`config.mk`:
```
export PLATFORM = sky130hd
export DESIGN_NAME = bottle_spawn_scheduler
export DESIGN_NICKNAME = d
export VERILOG_FILES = /design/src/rtl/bottle_spawn_scheduler.sv
export SDC_FILE = /design/constraint.sdc
export NUM_CORES = 1
export LEC_CHECK = 0
export CORE_ASPECT_RATIO = 1.4
export CORE_UTILIZATION = 53
export CTS_CLUSTER_SIZE = 25
export DETAILED_ROUTE_END_ITERATION = 8
export HOLD_SLACK_MARGIN = 0.1
export PLACE_DENSITY = 0.83
export SETUP_SLACK_MARGIN = 0.02
export SYNTH_ARGS = -nofsm -noshare
export SYNTH_HDL_FRONTEND = slang
export SYNTH_SLANG_ARGS = --single-unit
```
`constraint.sdc`:
```
create_clock -name clk -period 3 [get_ports clk]
set_input_delay 0.6 -clock clk [delete_from_list [all_inputs] [get_ports clk]]
set_output_delay 0.6 -clock clk [all_outputs]
set_load 0.1 [all_outputs]
```
`src/rtl/bottle_spawn_scheduler.sv`:
```
// bottle_spawn_scheduler: sequences bottle respawns (collect count, cooldown, LFSR platform pick, spawn offer)
// Ports: clk, rst (async, active high); enable freezes cooldown/ignores collect when low;
//   tick (cooldown pulse), collect (diver hit live bottle), spawn_ready (consumer accepts);
//   spawn_valid/spawn_x/spawn_y (offered location), bottle_live (collect armed),
//   platform (0=A 1=B 2=C 3=start), score (saturating collect count).
module bottle_spawn_scheduler #(
  parameter logic [9:0] START_X       = 10'd296,
  parameter logic [9:0] START_Y       = 10'd364,
  parameter logic [9:0] PA_X          = 10'd70,
  parameter logic [9:0] PA_Y          = 10'd116,
  parameter logic [9:0] PB_X          = 10'd250,
  parameter logic [9:0] PB_Y          = 10'd116,
  parameter logic [9:0] PC_X          = 10'd430,
  parameter logic [9:0] PC_Y          = 10'd199,
  parameter int         RESPAWN_TICKS = 4,
  parameter logic [7:0] LFSR_SEED     = 8'hA5,
  parameter logic [9:0] SCORE_MAX     = 10'd999
) (
  input  logic       clk,
  input  logic       rst,
  input  logic       enable,
  input  logic       tick,
  input  logic       collect,
  input  logic       spawn_ready,
  output logic       spawn_valid,
  output logic [9:0] spawn_x,
  output logic [9:0] spawn_y,
  output logic       bottle_live,
  output logic [1:0] platform,
  output logic [9:0] score
);
  localparam int CW = (RESPAWN_TICKS == 0) ? 1 : $clog2(RESPAWN_TICKS + 1);
  // an all-zero seed would lock the LFSR
  localparam logic [7:0] SEED = (LFSR_SEED == 8'h00) ? 8'h01 : LFSR_SEED;
  typedef enum logic [2:0] {S_INIT, S_OFFER, S_WAIT, S_DELAY, S_PICK} state_t;
  state_t r_state, w_next;
  logic [CW-1:0] r_cnt;
  logic [7:0] r_lfsr, w_lfsr;
  logic [1:0] w_raw, w_p;
  logic w_hit;
  always_ff @(posedge clk or posedge rst)
    if (rst) r_state <= S_INIT;
    else r_state <= w_next;
  always_comb begin
    w_hit  = (r_state == S_WAIT) && collect && enable;
    w_next = r_state == S_INIT  ? S_OFFER :
             r_state == S_OFFER ? (spawn_ready ? S_WAIT : S_OFFER) :
             r_state == S_WAIT  ? (w_hit ? S_DELAY : S_WAIT) :
             r_state == S_DELAY ? (r_cnt == '0 ? S_PICK : S_DELAY) :
             r_state == S_PICK  ? S_OFFER : S_INIT;
  end
  always_comb begin
    spawn_valid = r_state == S_OFFER;
    bottle_live = r_state == S_WAIT;
  end
  // Galois LFSR, x^8+x^6+x^5+x^4+1 in right-shift form
  always_comb begin
    w_lfsr = {1'b0, r_lfsr[7:1]} ^ (r_lfsr[0] ? 8'hB8 : 8'h00);
    w_raw  = r_lfsr[1:0] == 2'd3 ? 2'd0 : r_lfsr[1:0];
    w_p    = w_raw == platform ? (w_raw == 2'd2 ? 2'd0 : w_raw + 2'd1) : w_raw;
  end
  always_ff @(posedge clk or posedge rst)
    if (rst) begin
      spawn_x  <= START_X;
      spawn_y  <= START_Y;
      platform <= 2'd3;
      score    <= '0;
      r_cnt    <= '0;
      r_lfsr   <= SEED;
    end else begin
      r_lfsr <= w_lfsr;
      // a tick coincident with the collect is dropped: the load wins
      if (w_hit) begin
        score <= score >= SCORE_MAX ? SCORE_MAX : score + 10'd1;
        r_cnt <= CW'(RESPAWN_TICKS);
      end else if (r_state == S_DELAY && r_cnt != '0 && tick && enable)
        r_cnt <= r_cnt - CW'(1);
      if (r_state == S_PICK) begin
        platform <= w_p;
        spawn_x  <= w_p == 2'd0 ? PA_X : w_p == 2'd1 ? PB_X : PC_X;
        spawn_y  <= w_p == 2'd0 ? PA_Y : w_p == 2'd1 ? PB_Y : PC_Y;
      end
    end
endmodule

```
==> results.yml <==
status:
  outcome: "finished, final reports clean"
sta:
  max_slew_margin_pct: 46.5
  post-route-period-util_pct: 83.6
  finClkSkew_ps: 5.51
  hold-worst-slack_ps: 367
  worst_slew_pin_slew_ps: 801
  rsz0062_at_grt: "false"
  tns_ps: 0
  hold_violations: 0
  layout_min_cycle_time_ps: 2510
  setup_viol: 0
  clock.fmax_mhz: 399
  final-max-slew-violation-count: 0
  fin_ws_ps: 493
cells_and_area:
  multi_input_area_um2: 800
  antenna_cells: 0
  drive_gt1_share_pct: 24.4
  nets: 223
  area_growth_pct: 16.6
  fin_util_pct: 65.1
  num-fill-cells: 277
  regArea_um2: 913
worst_setup_path:
  slowest_delay_ps: 600
  path_class: "reg -> out"
  startpoint_type: "flop"
  crit_fanout: 16
  slowest_stage: "or3b_1"
  required_ps: 2400
  path_cells: "or3b_1 > inv_1 > buf_4"
  crit_arrival_ps: 1910
  end_kind: "output pin"
detailed_routing:
  dr.pass1.iters: 4
  num_vias: 1478
  dr.first_iter.drc_count: 43
  antenna_left: 0
  post_drt_wl_per_cell_um: 14.8
  viasPerCell: 5.84
  wirelength_um: 3740
  drc: 0
yosys:
  synth.largest_area_cell: "dfrtp_1"
  synth_ff_type: "dfrtp_1"
  synth_edf_count: 0
  netlist_area_um2: 1890
  synth-async-reset-ratio_pct: 100
  synth-seq-cells: 36
  syn_inst: 189
  ys_top_cells_by_area: "dfrtp_1, dfstp_2, buf_4"
  ys_seq_area_share_pct: 48.4
  yosysWarnings: 0
  yosysTopAreaCellShare_pct: 34.5
  synth_area_per_cell_um2: 9.98
  synth_commonest_cells: "dfrtp_1, inv_1, nand2_1"
  synth_cell_types: 46
  yosysMostFrequentCell: "dfrtp_1"
global_routing:
  grt_antenna_before_repair: 0
  grt_max_degree: 37
  grt_pass1_vias: 1460
  overflow: 0
  grt_use_total_pct: 23.1
  grt_pass1_wl_um: 6490
clocking:
  cts.sinks: 36
  insertion_delay_ps: 290
  holdBufCountCts: 0
  clk_pin_slew_ps: 80
  root_buffer: "clkbuf_8"
  cts.htree.levels: 2
  cts_resized: 0
  cts_setup_buffers: 0
  cts.path.max_buffers: 2
  cts_tree: "yes"
  cts_buffers: 5
die:
  coreArea_um2: 3380
  die-width_um: 52.4
  dieArea_um2: 3800
  io_pins: 40
  start_util_pct: 55.8
  dieHeight_um: 72.6
  num_rows: 25
placement:
  pre_cts_slack_ps: 814
  hpwl_um: 2690
  gp_congestion: 0.840
  numPortBuffers: 34
worst_hold_path:
  hold_path_class: "reg -> reg"
run:
  drv_cap: 0
[logic make-up after synthesis]
| logic type | share of synthesized area, % |
|---|---|
| AND/OR/NAND/NOR | 19.4 |
| AO/OA/AOI/OAI | 16.5 |
| flip-flops | 48.4 |
| buffers and inverters | 10.0 |
| adder cells (fa/ha/maj) | 3.32 |
| XOR/XNOR | 1.86 |
| other | 0.398 |
[layout make-up]
cell class                 instances  area share, %
inverter                          13           2.22
sequential                        36           41.5
timing repair buffer              35           12.5
tap                               40           2.28
clock inverter                     3           1.94
clock buffer                       5           3.13
multi-input combinational        121           36.4
[final timing paths]
check | endpoint | slack, ps | startpoint | cells after the start
max | bottle_live | 490 | r_state[1] | 3
min | r_lfsr[2] | 370 | r_lfsr[3] | 0
max reg2reg | score[3] | 950 | r_state[1] | 3
min reg2reg | r_lfsr[2] | 370 | r_lfsr[3] | 0
max in group asynchronous | spawn_x[8] | 1930 | rst | 3
min in group asynchronous | score[7] | 730 | rst | 3
[critical path: cells and delay by family, from the launching register on]
family                 cells  cell delay [ps]
buffers and inverters      2              540
DFF                        1              480
and+or+nand+nor            1              600
[registers in the layout, summed over array words and instances (netlist names)]
name and count:
spawn_y 3, r_state 3, r_lfsr 8, r_cnt 3
spawn_x 7, platform 2, score 10
[per-layer routing]
metal / routed length [µm] / GRT usage (%)
met1: 1560 / 27.4
met2: 1940 / 39.4
met3: 168 / 4.58
met4: 71 / 10.5
met5: 0 / 0
[per-stage QoR]
stage                     cells  area [µm²]
after CTS                   253        2200
after global routing        253        2200
final                       253        2200
after global placement      245        2090
after detailed placement    245        2090
after floorplan             192        1900
[cells in the final DEF, fill, tap and decap left out, types with 3 or more instances in the layout]
cell type and instances:
clkdlybuf4s50_1 5, xor2_1 4, o31ai_1 7, nand2b_1 5
nand4_1 3, or4_1 8, dfrtp_1 26, nand3_1 10
ha_1 5, buf_4 30, clkbuf_8 5, inv_1 13
o21ai_0 11, conb_1 5, nand4b_1 3, a21oi_1 6
dfstp_2 10, o211ai_1 5, nor2b_1 3, nand2_1 12
nor2_1 3
Power is left out: the tool's default activity adds up to more than one toggle a clock period on the data nets, which glitch-free logic cannot reach.
